===== config.mk =====
export PLATFORM = sky130hd
export DESIGN_NAME = sdram_init_ctrl
export DESIGN_NICKNAME = d
export VERILOG_FILES = /design/src/rtl/sdram_init_ctrl.sv
export SDC_FILE = /design/constraint.sdc
export NUM_CORES = 1
export LEC_CHECK = 0
export ABC_CLOCK_PERIOD_IN_PS = 4600
export BUFFER_PORTS_ARGS = -buffer_cell sky130_fd_sc_hd__buf_4
export CAP_MARGIN = 10
export CORE_MARGIN = 2
export CORE_UTILIZATION = 55
export DETAILED_ROUTE_END_ITERATION = 6
export PLACE_DENSITY = 0.78
export RECOVER_POWER = 100
export SYNTH_ARGS = -nofsm -noshare
export SYNTH_HDL_FRONTEND = slang
export SYNTH_SLANG_ARGS = --single-unit

===== constraint.sdc =====
create_clock -name clock -period 4.6 [get_ports clock]
set_clock_uncertainty 0.05 [all_clocks]
set_input_delay 0.69 -clock clock [delete_from_list [all_inputs] [get_ports clock]]
set_output_delay 0.69 -clock clock [all_outputs]
set_load 0.05 [all_outputs]

===== src/rtl/sdram_init_ctrl.sv =====
// SDRAM power-up sequencer: waits, PRECHARGE ALL, N x AUTO REFRESH, MODE REGISTER SET,
// then stays resident to service run-time mode reprogramming and full re-initialisation.
module sdram_init_ctrl #(
  parameter int CLOCK_MHZ  = 100,
  parameter int POWERUP_NS = 200000,
  parameter int TRP_NS     = 20,
  parameter int TRC_NS     = 70,
  parameter int TMRD_CYC   = 2,
  parameter int REF_COUNT  = 8,
  parameter int ADDR_W     = 13,
  parameter int BA_W       = 2,
  parameter int DQM_W      = 4,
  parameter int INIT_CL    = 3,
  parameter int INIT_BT    = 1,
  parameter int INIT_BL    = 4,
  parameter int INIT_WB    = 0
) (
  input  logic              clock,
  input  logic              reset,
  input  logic              mrs_req,
  input  logic [2:0]        mrs_cl,
  input  logic              mrs_bt,
  input  logic              mrs_wb,
  input  logic [2:0]        mrs_bl,
  input  logic              reinit_req,
  output logic              initiated,
  output logic              mode_ack,
  output logic [ADDR_W-1:0] DRAM_ADDR,
  output logic [BA_W-1:0]   DRAM_BA,
  output logic              DRAM_CKE,
  output logic              DRAM_CS_N,
  output logic              DRAM_RAS_N,
  output logic              DRAM_CAS_N,
  output logic              DRAM_WE_N,
  output logic [DQM_W-1:0]  DRAM_DQM
);

  function automatic int ns_to_cyc(input longint ns);
    longint c;
    c = (ns * longint'(CLOCK_MHZ) + 64'sd999) / 64'sd1000;
    return (c < 64'sd1) ? 32'sd1 : int'(c);
  endfunction

  function automatic logic [2:0] bl_code(input int bl);
    case (bl)
      32'sd1:  return 3'b000;
      32'sd2:  return 3'b001;
      32'sd4:  return 3'b010;
      32'sd8:  return 3'b011;
      default: return 3'b000;
    endcase
  endfunction

  function automatic logic [ADDR_W-1:0] mode_word(input logic wb, input logic [2:0] cl,
                                                   input logic bt, input logic [2:0] bl);
    logic [ADDR_W-1:0] w;
    w      = '0;
    w[9]   = wb;
    w[6:4] = cl;
    w[3]   = bt;
    w[2:0] = bl;
    return w;
  endfunction

  localparam int POWERUP_CYC = ns_to_cyc(longint'(POWERUP_NS));
  localparam int TRP_CYC     = ns_to_cyc(longint'(TRP_NS));
  localparam int TRC_CYC     = ns_to_cyc(longint'(TRC_NS));
  localparam int TMRD_C      = (TMRD_CYC < 32'sd1) ? 32'sd1 : TMRD_CYC;
  localparam int CNT_W       = $clog2(POWERUP_CYC + 32'sd1);
  localparam int REF_W       = $clog2(REF_COUNT + 32'sd1);

  // Wait states hold for (spacing - 1) cycles, so the timer is loaded with spacing - 2.
  localparam logic [CNT_W-1:0] PU_LD   = CNT_W'(POWERUP_CYC - 32'sd1);
  localparam logic [CNT_W-1:0] TRP_LD  = CNT_W'((TRP_CYC > 32'sd1) ? TRP_CYC - 32'sd2 : 32'sd0);
  localparam logic [CNT_W-1:0] TRC_LD  = CNT_W'((TRC_CYC > 32'sd1) ? TRC_CYC - 32'sd2 : 32'sd0);
  localparam logic [CNT_W-1:0] TMRD_LD = CNT_W'((TMRD_C > 32'sd1) ? TMRD_C - 32'sd2 : 32'sd0);
  localparam logic [REF_W-1:0] REF_N   = REF_W'(REF_COUNT);
  localparam logic [REF_W-1:0] REF_ONE = REF_W'(32'sd1);

  localparam logic [ADDR_W-1:0] PALL_ADDR = ADDR_W'(11'h400);
  localparam logic [2:0] CMD_NOP  = 3'b111;
  localparam logic [2:0] CMD_PALL = 3'b010;
  localparam logic [2:0] CMD_REF  = 3'b001;
  localparam logic [2:0] CMD_MRS  = 3'b000;

  localparam logic [2:0] INIT_CL_V = 3'(INIT_CL);
  localparam logic       INIT_BT_V = 1'(INIT_BT);
  localparam logic       INIT_WB_V = 1'(INIT_WB);
  localparam logic [2:0] INIT_BL_V = bl_code(INIT_BL);

  typedef enum logic [2:0] {
    ST_POWERUP, ST_PALL, ST_WAIT_RP, ST_REF, ST_WAIT_RC, ST_MRS, ST_WAIT_MRD, ST_READY
  } state_t;

  state_t           state_r, state_s;
  logic [CNT_W-1:0] cnt_r, cnt_s;
  logic [REF_W-1:0] ref_cnt_r, ref_cnt_s;
  logic             full_seq_r, full_seq_s;
  logic             ack_pend_r, ack_pend_s;
  logic             latch_s;
  logic [2:0]       cl_r, bl_r;
  logic             bt_r, wb_r;

  // Sequencer state, wait timer, refresh count and request bookkeeping
  always_ff @(posedge clock or posedge reset) begin
    if (reset) begin
      state_r    <= ST_POWERUP;
      cnt_r      <= PU_LD;
      ref_cnt_r  <= '0;
      full_seq_r <= 1'b1;
      ack_pend_r <= 1'b0;
    end else begin
      state_r    <= state_s;
      cnt_r      <= cnt_s;
      ref_cnt_r  <= ref_cnt_s;
      full_seq_r <= full_seq_s;
      ack_pend_r <= ack_pend_s;
    end
  end

  // Mode latch: power-up fields on reset, request fields when a request is accepted
  always_ff @(posedge clock or posedge reset) begin
    if (reset) begin
      cl_r <= INIT_CL_V;
      bt_r <= INIT_BT_V;
      wb_r <= INIT_WB_V;
      bl_r <= INIT_BL_V;
    end else if (latch_s) begin
      cl_r <= mrs_cl;
      bt_r <= mrs_bt;
      wb_r <= mrs_wb;
      bl_r <= mrs_bl;
    end else begin
      cl_r <= cl_r;
      bt_r <= bt_r;
      wb_r <= wb_r;
      bl_r <= bl_r;
    end
  end

  // Next-state logic; a spacing of one cycle skips its wait state entirely
  always_comb begin
    state_s    = state_r;
    cnt_s      = cnt_r;
    ref_cnt_s  = ref_cnt_r;
    full_seq_s = full_seq_r;
    ack_pend_s = ack_pend_r;
    latch_s    = 1'b0;
    case (state_r)
      ST_POWERUP: begin
        if (cnt_r == '0) begin
          state_s   = ST_PALL;
          ref_cnt_s = '0;
        end else begin
          cnt_s = cnt_r - 1'b1;
        end
      end
      ST_PALL: begin
        if (TRP_CYC > 32'sd1) begin
          state_s = ST_WAIT_RP;
          cnt_s   = TRP_LD;
        end else begin
          state_s = full_seq_r ? ST_REF : ST_MRS;
        end
      end
      ST_WAIT_RP: begin
        if (cnt_r == '0) begin
          state_s = full_seq_r ? ST_REF : ST_MRS;
        end else begin
          cnt_s = cnt_r - 1'b1;
        end
      end
      ST_REF: begin
        ref_cnt_s = ref_cnt_r + REF_ONE;
        if (TRC_CYC > 32'sd1) begin
          state_s = ST_WAIT_RC;
          cnt_s   = TRC_LD;
        end else begin
          state_s = ((ref_cnt_r + REF_ONE) < REF_N) ? ST_REF : ST_MRS;
        end
      end
      ST_WAIT_RC: begin
        if (cnt_r == '0) begin
          state_s = (ref_cnt_r < REF_N) ? ST_REF : ST_MRS;
        end else begin
          cnt_s = cnt_r - 1'b1;
        end
      end
      ST_MRS: begin
        if (TMRD_C > 32'sd1) begin
          state_s = ST_WAIT_MRD;
          cnt_s   = TMRD_LD;
        end else begin
          state_s = ST_READY;
        end
      end
      ST_WAIT_MRD: begin
        if (cnt_r == '0) begin
          state_s = ST_READY;
        end else begin
          cnt_s = cnt_r - 1'b1;
        end
      end
      ST_READY: begin
        // Any pending ack is emitted this cycle; a new one is owed only for a new mrs_req.
        ack_pend_s = mrs_req;
        if (reinit_req || mrs_req) begin
          state_s    = ST_PALL;
          ref_cnt_s  = '0;
          full_seq_s = reinit_req;
          latch_s    = mrs_req;
        end else begin
          state_s = ST_READY;
        end
      end
      default: begin
        state_s = ST_POWERUP;
        cnt_s   = PU_LD;
      end
    endcase
  end

  // Registered pin decode: each command state drives its command for exactly one cycle
  always_ff @(posedge clock or posedge reset) begin
    if (reset) begin
      {DRAM_RAS_N, DRAM_CAS_N, DRAM_WE_N} <= CMD_NOP;
      DRAM_ADDR <= '0;
      DRAM_BA   <= '0;
      DRAM_CKE  <= 1'b1;
      DRAM_CS_N <= 1'b0;
      DRAM_DQM  <= '1;
      initiated <= 1'b0;
      mode_ack  <= 1'b0;
    end else begin
      DRAM_BA   <= '0;
      DRAM_CKE  <= 1'b1;
      DRAM_CS_N <= 1'b0;
      DRAM_DQM  <= '1;
      initiated <= (state_r == ST_READY);
      mode_ack  <= (state_r == ST_READY) && ack_pend_r;
      case (state_r)
        ST_PALL: begin
          {DRAM_RAS_N, DRAM_CAS_N, DRAM_WE_N} <= CMD_PALL;
          DRAM_ADDR <= PALL_ADDR;
        end
        ST_REF: begin
          {DRAM_RAS_N, DRAM_CAS_N, DRAM_WE_N} <= CMD_REF;
          DRAM_ADDR <= '0;
        end
        ST_MRS: begin
          {DRAM_RAS_N, DRAM_CAS_N, DRAM_WE_N} <= CMD_MRS;
          DRAM_ADDR <= mode_word(wb_r, cl_r, bt_r, bl_r);
        end
        default: begin
          {DRAM_RAS_N, DRAM_CAS_N, DRAM_WE_N} <= CMD_NOP;
          DRAM_ADDR <= '0;
        end
      endcase
    end
  end

endmodule


==> impl_table.tex <==
\begin{tabular}{lr}
\hline
Metric & Value \\
\hline
\multicolumn{2}{l}{\textbf{Setup path}} \\
Cells along the critical path & clkbuf\_4 -> clkinv\_1 -> clkbuf\_1 \\
Peak per-stage delay on the critical path & 1.64 ns \\
Launching point of the worst reg2reg path & state\_r[0] \\
Cell family with the largest share of critical-path delay & buffers and inverters \\
Type of the worst setup path & primary input to async pin \\
Setup crit start kind & primary input \\
Worst reg-to-reg setup slack & 2.20 ns \\
Reg2reg end & ref\_cnt\_r[3] \\
Crit. Startpoint & reset \\
Critical path data arrival time & 2.48 ns \\
R2R depth & 6 \\
WP data required & 4.49 ns \\
Cell depth of the worst setup path & 3 \\
Critical path's slowest cell & sky130\_fd\_sc\_hd\_\_clkbuf\_1 \\
Top fanout value on the critical path & 46 \\
Buffers \& Inverters on Critical Path & 3 \\
Endpoint of the most critical setup path & cnt\_r[12] \\
CP Capture Type & async pin \\
\multicolumn{2}{l}{\textbf{Route}} \\
Number of nets with antenna violations after routing & 0 \\
Final WL & 4.18 mm \\
Pre-antenna DRT Iters & 4 \\
Routed length per instance & 14.9 µm \\
Remaining routing DRC violations & 0 \\
Avg Vias per Cell & 5.74 \\
Via Count & 1613 \\
Iteration-0 DRC count of the detailed router & 153 \\
\multicolumn{2}{l}{\textbf{Job}} \\
\# Max-Cap Violations & 1 \\
\multicolumn{2}{l}{\textbf{Timing}} \\
Setup TNS & 0 ns \\
Setup repair after global routing missed its margin & false \\
Part of the cycle the worst path needs & 0.563 \\
Transition time at the pin with the least slew margin & 2.31 ns \\
Max-Slew Margin vs Limit & -0.537 \\
Slew Viols, Final & 47 \\
Final setup violating endpoints & 0 \\
Number of hold violations in the final report & 0 \\
Post-layout min period & 2.59 ns \\
Peak clock frequency supported by timing & 386 MHz \\
\multicolumn{2}{l}{\textbf{Yosys}} \\
Most instantiated library cell after synthesis & sky130\_fd\_sc\_hd\_\_dfrtp\_1 \\
Asr flop ratio synth & 1.00 \\
Cell taking the most area after synthesis & sky130\_fd\_sc\_hd\_\_dfrtp\_1 \\
Sequential-to-total area share from yosys stat & 0.516 \\
Cell count after synthesis & 206 \\
Distinct cell type count after synthesis & 53 \\
Number of flops mapped to enable cells by yosys & 0 \\
Top post-synthesis cells by area & sky130\_fd\_sc\_hd\_\_dfrtp\_1, sky130\_fd\_sc\_hd\_\_dfstp\_2, sky130\_fd\_sc\_hd\_\_mux2\_2 \\
Post-Syn Area per Cell & 11.0 µm² \\
Area share of the largest cell type after synthesis & 0.320 \\
Synthesis warning total & 0 \\
Top post-synthesis cells by count & sky130\_fd\_sc\_hd\_\_dfrtp\_1, sky130\_fd\_sc\_hd\_\_dfstp\_2, sky130\_fd\_sc\_hd\_\_buf\_4 \\
Synth Register Bits & 46 \\
Netlist area before placement & 2270 µm² \\
Dominant register cell in the synthesized netlist & sky130\_fd\_sc\_hd\_\_dfrtp\_1 \\
\multicolumn{2}{l}{\textbf{Clocking}} \\
Number of hold buffers added after CTS & 0 \\
TritonCTS sink count & 46 \\
CTS buffer count & 5 \\
H-Tree Depth & 2 \\
TritonCTS clock tree & built \\
Number of gates resized after cts & 0 \\
Setup Fix Bufs, Post-CTS & 0 \\
Clk slew on worst S/H paths & 0.08 ns \\
Clock root buffer & sky130\_fd\_sc\_hd\_\_clkbuf\_8 \\
CTS max path bufs & 2 \\
Worst-skew pair later-pin latency & 0.30 ns \\
\multicolumn{2}{l}{\textbf{Floorplan}} \\
Top-level I/O count & 38 \\
Initial standard-cell utilization of the core & 0.568 \\
Site row count & 23 \\
Die height & 68.3 µm \\
Core region area & 4000 µm² \\
Die Area & 4660 µm² \\
Die Wd & 68.3 µm \\
\multicolumn{2}{l}{\textbf{Global route}} \\
Global-route wire length before repair & 6.79 mm \\
Total GRT Usage & 0.197 \\
Total congestion overflow & 0 \\
Number of antenna violations at the first check in global routing & 0 \\
Largest net degree at the start of global routing & 47 \\
Number of global-route vias before repair & 1433 \\
\multicolumn{2}{l}{\textbf{Min path}} \\
Worst hold path type & register to register \\
Number of stages on the worst hold path & 1 \\
Beginning of the worst hold path & cnt\_r[14] \\
\multicolumn{2}{l}{\textbf{Placed design}} \\
Post-DP Area & 2440 µm² \\
Number of buffers inserted by port buffering & 25 \\
Final RePlAce weighted congestion & 0.790 \\
HPWL after DPL & 2.90 mm \\
Placed Instances & 273 \\
\multicolumn{2}{l}{\textbf{Pwr}} \\
Overall power of the completed layout & 0.00125 W \\
Maximum vdd ir drop & 0.275 mV \\
Standby leakage power & 1.12 nW \\
Power density of the placed cells & 502 nW/µm² \\
\multicolumn{2}{l}{\textbf{Final layout}} \\
Final design area excluding fillers & 2490 µm² \\
Nets & 244 \\
Cell Count, Final, Fillers Out & 281 \\
Total inserted antenna cells & 0 \\
Share of post-route cells with drive strength above 1 & 0.216 \\
Area added between synthesis and finish & 9.53\% \\
\multicolumn{2}{l}{\textbf{Status}} \\
Outcome & finished with violations \\
Violated checks & max-capacitance violations, max-slew violations \\
\hline
\end{tabular}
[final cells by class]
cell class                 instances  area (µm²)
clock buffer                       6        72.6
multi-input combinational        141         966
fill                             344        1510
inverter                          10        37.5
clock inverter                     2        37.5
timing repair buffer              26         139
tap                               50        62.6
sequential                        46        1170
[state kept, by name, summed over array words and instances, names as in the netlist]
register    count
full_seq_r      1
DRAM_CAS_N      1
DRAM_RAS_N      1
DRAM_WE_N       1
DRAM_ADDR       9
bl_r            3
bt_r            1
initiated       1
wb_r            1
cl_r            3
mode_ack        1
cnt_r          15
state_r         3
ack_pend_r      1
ref_cnt_r       4
[routing by layer]
metal | global-route usage | vias to the layer above | part of all wire
li1 | - | 774 | -
met1 | 0.294 | 788 | 0.48
met2 | 0.280 | 44 | 0.47
met3 | 0.0493 | 7 | 0.044
met4 | 0.0625 | 0 | 0.014
met5 | 0 | - | 0
[cells in the final DEF, fill, tap and decap left out, types with 2 or more instances in the layout]
cell,n
sky130_fd_sc_hd__dfrtp_1,29
sky130_fd_sc_hd__dfstp_2,16
sky130_fd_sc_hd__clkbuf_1,16
sky130_fd_sc_hd__conb_1,12
sky130_fd_sc_hd__nor2_1,11
sky130_fd_sc_hd__nand2_1,11
sky130_fd_sc_hd__and3_1,11
sky130_fd_sc_hd__a21oi_1,10
sky130_fd_sc_hd__buf_4,10
sky130_fd_sc_hd__mux2_2,9
sky130_fd_sc_hd__inv_1,8
sky130_fd_sc_hd__o21ai_0,7
sky130_fd_sc_hd__or4_1,5
sky130_fd_sc_hd__nor3_1,5
sky130_fd_sc_hd__mux2i_1,5
sky130_fd_sc_hd__clkbuf_8,5
sky130_fd_sc_hd__nand3_1,4
sky130_fd_sc_hd__o31ai_1,4
sky130_fd_sc_hd__nor4b_1,3
sky130_fd_sc_hd__nand4_1,3
sky130_fd_sc_hd__a22o_1,3
sky130_fd_sc_hd__nand2b_1,3
sky130_fd_sc_hd__or3_1,2
sky130_fd_sc_hd__nor4_4,2
sky130_fd_sc_hd__or3b_2,2
sky130_fd_sc_hd__nor2b_1,2
sky130_fd_sc_hd__o31a_1,2
sky130_fd_sc_hd__clkinv_1,2
sky130_fd_sc_hd__a31oi_1,2
sky130_fd_sc_hd__nor4_1,2
sky130_fd_sc_hd__ha_1,2
[worst min-delay path by stage]
stage / endpoint / slack (ns)
global placement: wb_r / 0.43
CTS: cnt_r[14] / 0.44
global route: cnt_r[14] / 0.47
finish: cnt_r[14] / 0.44
floorplan: ack_pend_r / 0.39
detailed placement: cnt_r[14] / 0.43
[per-stage QoR]
step / setup slack (ns) / hold slack (ns) / util
6_report: 2.01 / 0.437 / 0.622
5_1_grt: 1.50 / 0.468 / 0.622
2_1_floorplan: 2.58 / 0.389 / -
4_1_cts: 2.27 / 0.440 / 0.638
3_5_place_dp: 2.27 / 0.428 / 0.611
3_3_place_gp: 2.39 / 0.430 / 0.611
[logic make-up (layout without fill, tap and decap cells)]
kind of cell	after synthesis	in the layout	synth area share
DFF	46	46	0.516
AOI/OAI and AO/OA	38	38	0.120
and+or+nand+nor	75	75	0.212
buffers and inverters	29	44	0.0705
other	2	12	0.00331
adders and majority gates	2	2	0.0110
muxes	14	14	0.0667
[power breakdown]
part           total, W  internal, W  switching, W  leakage (nW)
clock network  0.000296     0.000162      0.000134        0.0514
registers      0.000649     0.000529      0.000120         0.556
logic          0.000302     0.000142      0.000160         0.511
Note: power is estimated with default switching activity, not from simulation.
